===== src/rtl/pipe_stage_reg.sv =====
// Pipeline stage register with valid/ready handshake, one-entry skid buffer
// and synchronous flush; in_ready depends only on held state and reset.
module pipe_stage_reg #(
  parameter int               WIDTH          = 32,
  parameter logic [WIDTH-1:0] RESET_VAL      = '0,
  parameter bit               CLEAR_ON_FLUSH = 1'b1
) (
  input  logic             clk,
  input  logic             rst,
  input  logic             flush,
  input  logic             in_valid,
  output logic             in_ready,
  input  logic [WIDTH-1:0] in_data,
  output logic             out_valid,
  input  logic             out_ready,
  output logic [WIDTH-1:0] out_data,
  output logic [1:0]       occupancy
);

  typedef enum logic [1:0] {
    EMPTY = 2'd0,
    ONE   = 2'd1,
    FULL  = 2'd2
  } state_t;

  state_t           state_p0, state_nxt;
  logic [WIDTH-1:0] main_p0, main_nxt;
  logic [WIDTH-1:0] skid_p0, skid_nxt;
  logic             in_fire, out_fire;

  assign in_ready  = (state_p0 != FULL) & rst;
  assign out_valid = (state_p0 != EMPTY);
  assign out_data  = main_p0;
  assign occupancy = state_p0;

  assign in_fire  = in_valid & in_ready;
  assign out_fire = out_valid & out_ready;

  always_comb begin
    state_nxt = state_p0;
    main_nxt  = main_p0;
    skid_nxt  = skid_p0;
    if (flush) begin
      // Incoming beat is dropped even if in_ready reads 1 this cycle.
      state_nxt = EMPTY;
      if (CLEAR_ON_FLUSH) begin
        main_nxt = RESET_VAL;
        skid_nxt = RESET_VAL;
      end
    end else begin
      case (state_p0)
        EMPTY: begin
          if (in_fire) begin
            state_nxt = ONE;
            main_nxt  = in_data;
          end
        end
        ONE: begin
          if (in_fire && out_fire) begin
            main_nxt = in_data;
          end else if (in_fire) begin
            state_nxt = FULL;
            skid_nxt  = in_data;
          end else if (out_fire) begin
            state_nxt = EMPTY;
          end
        end
        FULL: begin
          if (out_fire) begin
            state_nxt = ONE;
            main_nxt  = skid_p0;
          end
        end
        default: state_nxt = EMPTY;
      endcase
    end
  end

  // Stage boundary: state and payload registers.
  always_ff @(posedge clk) begin
    if (!rst) begin
      state_p0 <= EMPTY;
      main_p0  <= RESET_VAL;
      skid_p0  <= RESET_VAL;
    end else begin
      state_p0 <= state_nxt;
      main_p0  <= main_nxt;
      skid_p0  <= skid_nxt;
    end
  end

endmodule


===== config.mk =====
export PLATFORM = sky130hd
export DESIGN_NAME = pipe_stage_reg
export DESIGN_NICKNAME = d
export VERILOG_FILES = /design/src/rtl/pipe_stage_reg.sv
export SDC_FILE = /design/constraint.sdc
export NUM_CORES = 1
export LEC_CHECK = 0
export ABC_AREA = 0
export BUFFER_PORTS_ARGS = -buffer_cell sky130_fd_sc_hd__clkbuf_2
export CELL_PAD_IN_SITES_DETAIL_PLACEMENT = 0
export CELL_PAD_IN_SITES_GLOBAL_PLACEMENT = 1
export CORE_MARGIN = 2
export CORE_UTILIZATION = 35
export CTS_BUF_LIST = sky130_fd_sc_hd__clkbuf_4
export CTS_CLUSTER_DIAMETER = 200
export DETAILED_ROUTE_END_ITERATION = 7
export PLACE_DENSITY = 0.72
export SETUP_SLACK_MARGIN = 0.5
export SLEW_MARGIN = 5
export SYNTH_ARGS = -nofsm -noshare
export SYNTH_HDL_FRONTEND = slang
export SYNTH_SLANG_ARGS = --single-unit
export TNS_END_PERCENT = 20

===== constraint.sdc =====
create_clock -name clk -period 1.7 [get_ports clk]
set_input_delay 0.34 -clock clk [delete_from_list [all_inputs] [get_ports clk]]
set_output_delay 0.34 -clock clk [all_outputs]
set_load 0.005 [all_outputs]

==> metrics.txt, run 1 <==
Post-synth EDFFs 0; Layout Nets 427; Starting Density 35.4%; max frequency between 600 and 700 MHz; post-synth top area share 43.4%; endpoints failing setup 0; TritonCTS clock tree done; CP endpoint kind output pin; status complete, no violations; cts hold-fix bufs 0; Period minus WS final roughly 1.6 ns; final period utilization 91.9%; Power Density just under 800 mW/mm^2; H-tree lvl count 3; fraction of registers with async set/reset 0%; layout cell share with drive strength beyond 1 42.3%; Place WS about 0.24 ns; Hold Path Cell Cnt 3; library cells used by synthesis 26; syn_nets about 360; final worst setup slack 0.139 ns; Clock Latency Late Sink around 0.43 ns; DRT met1 WL 4.29 mm; syn avg cell area 9.48 um^2; initial antenna violation count 0; max-cap violation count 0; Design Area, Final ~0.0042 mm^2; WL/cell between 15 and 20 um; P&R area growth vs syn 37.6%; CP startpoint kind register; top sig layer met4; GRT overflow 0; post-synthesis cell count around 320; RSZ-0062 raised after global routing yes; # DRC 0; 1st-pass router iterations 4; Worst slew margin ~76%; Setup CP Type reg2out; r2r endpoint out_data[4]; Clock Path Buffers 2; Die H 97.3 um; number of port buffers between 70 and 80; ant diodes 0; Syn. warnings 0; placed inst area roughly 0.0036 mm^2; Cell Area, Synth around 0.0030 mm^2; Hold Fails Final Rpt 0; Routed Antenna Nets 0; Setup TNS Final 0 ns; Core Box Area roughly 0.0086 mm^2; clock sinks 66; leak pwr 1.73 nW; Total Power approximately 3.3 mW; R2R Setup Slk 0.23 ns; Die Area ~0.0095 mm^2; RePlAce Congestion 0.712; first-pass GRT wire length approximately 14 mm; Met2 Wirelength roughly 4.4 mm; WL met3 roughly 460 um; most frequent cells after synthesis dfxtp_1 (66), a21oi_1 (33), mux2i_1 (33); largest net degree at the start of global routing 67; FP Rows 34; FF-to-FF Start occupancy[1]; Worst VDD drop about 0.38 mV; post-synthesis sequential area ratio 43.4%; DRT iter0 DRCs 220; Final Max Slew Viols 0; Worst EP arrival between 1 and 1.5 ns; Worst-path clk slew around 0.13 ns; Hold Startpoint in_data[29]; Yosys top cell by area dfxtp_1; I/O pin count between 70 and 80; top-count cell post-synth dfxtp_1; crit-path max FO 2; Hold Crit Class in2reg; hold-critical path endpoint skid_p0[29]; post-layout util between 40 and 50%; main area contributors after synthesis dfxtp_1 (43%), mux2i_1 (11%), a311oi_1 (9.2%); CTS root buf clkbuf_4; Synth Flop Type dfxtp_1; DR vias 2893; dpl hpwl around 5 mm; vias in the first global route between 2000 and 3000; routed vias/inst between 5 and 6; Die X-Extent roughly 97 um; CP required around 1.4 ns; reg2reg path depth 5; final wirelength 9.32 mm; GR Util All Layers between 10% and 20%; fillcell total 828; TritonCTS Buffers 9; #FFs+latches synth 66; Slew @ Worst Pin roughly 0.35 ns; Clock Skews between 0.01 and 0.015 ns
what timing repair did:
action,CTS,global route
gates cloned,4,4
setup endpoints to repair,78,102
pin swaps,1,6
setup buffers,3,5
resized for setup,19,23
layer usage:
metal  GRT usage (%)  vias to the layer above
met5               0                        -
met4            7.48                        0
met3            3.45                       14
met2            30.4                       77
met1            24.5                     1417
li1                -                     1385
cell type report:
| type | instances | area (um^2) | share of cell area (%) |
|---|---|---|---|
| clock buffer | 9 | 67.6 | 1.61 |
| clock inverter | 7 | 118 | 2.81 |
| inverter | 1 | 8.76 | 0.209 |
| multi-input combinational | 213 | 1740 | 41.6 |
| sequential | 66 | 1330 | 31.7 |
| tap | 108 | 135 | 3.22 |
| timing repair buffer | 99 | 788 | 18.8 |
flip-flops by register name, summed over array words and instances (netlist names):
| register | cells |
|---|---|
| occupancy | 2 |
| out_data | 32 |
| skid_p0 | 32 |
metrics by stage:
stage | hold slack, ns | instances
2_1_floorplan | 0.453 | 321
3_3_place_gp | 0.459 | 471
3_5_place_dp | 0.466 | 471
4_1_cts | 0.154 | 494
5_1_grt | 0.157 | 503
6_report | 0.153 | 503
power breakdown:
group	total [mW]	switching (mW)	internal, mW
clock	1.36	0.614	0.744
sequential	1.60	0.0242	1.57
combinational	0.368	0.193	0.175
cell usage in the layout, fill, tap and decap left out, drive strengths merged:
master / n
nand3: 32
and2: 2
dfxtp: 66
a21oi: 33
o21ai: 32
inv: 1
or2: 1
nand4b: 1
mux2i: 33
nand2b: 3
clkbuf: 85
nor2: 2
or3b: 1
and4b: 1
bufinv: 3
nand2: 1
and3b: 1
buf: 23
a211oi: 32
a31o: 4
a311oi: 32
a2bb2oi: 1
o21ba: 1
clkinv: 4
worst max-delay path, stage by stage (launching register included):
cell and delay, ns:
dfxtp_4 0.37, buf_8 0.12, or2_4 0.21, clkbuf_2 0.11
cells by family after synthesis:
logic type	synth area share [%]
flip-flops	43.4
AND/OR/NAND/NOR	8.06
buffers and inverters	7.56
AO/OA/AOI/OAI	30.1
multiplexers	10.9
how the worst max path moves through the flow:
stage                 start            to  slack (ns)  cells after the start
4_1_cts        occupancy[1]     out_valid        0.13                      3
6_report       occupancy[1]     out_valid        0.14                      3
2_1_floorplan  occupancy[0]  out_data[16]        0.43                      5
3_5_place_dp       in_valid  out_data[16]        0.24                      4
3_3_place_gp            rst  out_data[16]        0.29                      4
5_1_grt        occupancy[1]      in_ready         0.1                      4
Note: power is estimated with default switching activity, not from simulation.
==> inputs of run 2 (changes only) <==
CELL_PAD_IN_SITES_DETAIL_PLACEMENT = 1   (was 0)
==> run 2 against run 1 <==
Against the previous run:
- clock power down 37%
- largest power group unchanged
- register-to-register slack got worse by 0.02 ns
- clock skew shrank 0.0020 ns
- worst setup slack gained 0.0025 ns
- sequential cell count unchanged
- final area is 3.4% higher
==> metrics.txt, run 2 (synthesis results as in run 1) <==
fillcell total 961; final period utilization 91.7%; reg2reg path depth 6; Power Density roughly 670 mW/mm^2; Die Area approximately 0.0095 mm^2; GR Util All Layers roughly 22%; DRT iter0 DRCs 104; FP Rows 34; TritonCTS Buffers 9; CTS root buf clkbuf_4; leak pwr ~1.8 nW; H-tree lvl count 3; GRT overflow 0; ant diodes 0; R2R Setup Slk between 0.2 and 0.25 ns; Worst VDD drop 0.434 mV; CP required about 1.4 ns; layout cell share with drive strength beyond 1 a little over two fifths; TritonCTS clock tree done; CP startpoint kind register; RSZ-0062 raised after global routing yes; FF-to-FF Start occupancy[0]; Worst-path clk slew roughly 0.11 ns; final wirelength around 11 mm; WL/cell roughly 21 um; max-cap violation count 0; hold-critical path endpoint skid_p0[29]; most common cell after layout, fill and taps aside clkbuf_2; CP endpoint kind output pin; Multi-input gate area 0.00186 mm^2; Sequential Area about 0.0013 mm^2; Final Max Slew Viols 0; commonest cells after routing, fill and taps aside clkbuf_2 (71), dfxtp_1 (64), a21oi_1 (33); 1st-pass router iterations 4; Clock Skews 0.0107 ns; Clock Latency Late Sink ~0.42 ns; Setup TNS Final 0 ns; clock sinks between 60 and 70; RePlAce Congestion roughly 0.7; Routed Antenna Nets 0; Worst EP arrival roughly 1.2 ns; Die H slightly below 100 um; Core Box Area about 0.0086 mm^2; Period minus WS final 1.56 ns; cts hold-fix bufs 0; vias in the first global route approximately 3000; Starting Density between 30% and 40%; DR vias 2986; number of port buffers 72; Layout Nets roughly 430; routed vias/inst 5.90; Hold Path Cell Cnt 3; max frequency 641 MHz; status complete, no violations; Hold Startpoint in_data[29]; largest net degree at the start of global routing 67; dpl hpwl ~5.7 mm; first-pass GRT wire length ~17 mm; Die X-Extent 97.3 um; I/O pin count 73; # DRC 0; crit-path max FO 2; Hold Fails Final Rpt 0; initial antenna violation count 0; Total Power 2.88 mW; Setup CP Type reg2out; Slew @ Worst Pin about 0.36 ns; r2r endpoint out_data[13]; Worst slew margin 76.2%; Clock Path Buffers 2; Hold Crit Class in2reg; endpoints failing setup 0; P&R area growth vs syn 42.3%
==> run 2: changes by cell type in the layout (fill, tap and decap cells not counted), sizes merged <==
cell	delta
buf	+7
bufbuf	+2
bufinv	-3
clkbuf	-3
clkinv	-1
clkinvlp	+1
==> run 2: layout make-up <==
type                    count  area share [%]
clock buffers              11            1.91
well taps                 108            3.12
flip-flops and latches     66            30.7
multi-input cells         213            43.0
inverters                   1           0.202
clock inverters             4           0.462
repair buffers            103            20.6
==> run 2: per-stage QoR <==
stage               worst slack, ns  cell area, um^2  hold slack, ns  cells  util, %
finish                        0.141             4330           0.173    506     50.4
global route                 0.0932             4330           0.148    506     50.4
CTS                           0.130             4160           0.155    503     48.4
detailed placement            0.212             3590           0.468    471     41.8
global placement              0.287             3590           0.459    471     41.8
floorplan                     0.433             3210           0.453    321        -
==> run 2: where the power goes <==
group          leakage, nW  internal (mW)  total, mW  switching, mW
sequential           0.536           1.57       1.60         0.0258
combinational         1.18          0.201      0.419          0.217
clock               0.0578          0.314      0.863          0.549
==> run 2: worst max-delay path, cell delays in order, from the launching register on <==
cell and delay, ns:
dfxtp_4 0.37, buf_8 0.12, or2_4 0.21, clkbuf_2 0.11
==> run 2: worst max path at each step <==
stage | from | endpoint | slack [ns] | depth (start not counted)
floorplan | occupancy[0] | out_data[16] | 0.43 | 5
finish | occupancy[1] | out_valid | 0.14 | 3
global placement | rst | out_data[16] | 0.29 | 4
detailed placement | out_ready | out_data[23] | 0.21 | 5
global route | occupancy[1] | in_ready | 0.09 | 4
CTS | occupancy[1] | out_valid | 0.13 | 3
==> run 2: repair_timing <==
| action | 4_1_cts | 5_1_grt |
|---|---|---|
| pin swaps | 8 | 16 |
| resized for setup | 41 | 20 |
| endpoints found under the setup margin | 71 | 102 |
| setup buffers | 10 | 2 |
| gates cloned | 7 | 1 |
==> run 2: routing by layer <==
layer	GRT usage [%]	part of all wire (%)
met5	0	0
met4	5.34	1.8
met3	6.26	3.9
met2	38.4	51
met1	27.4	44
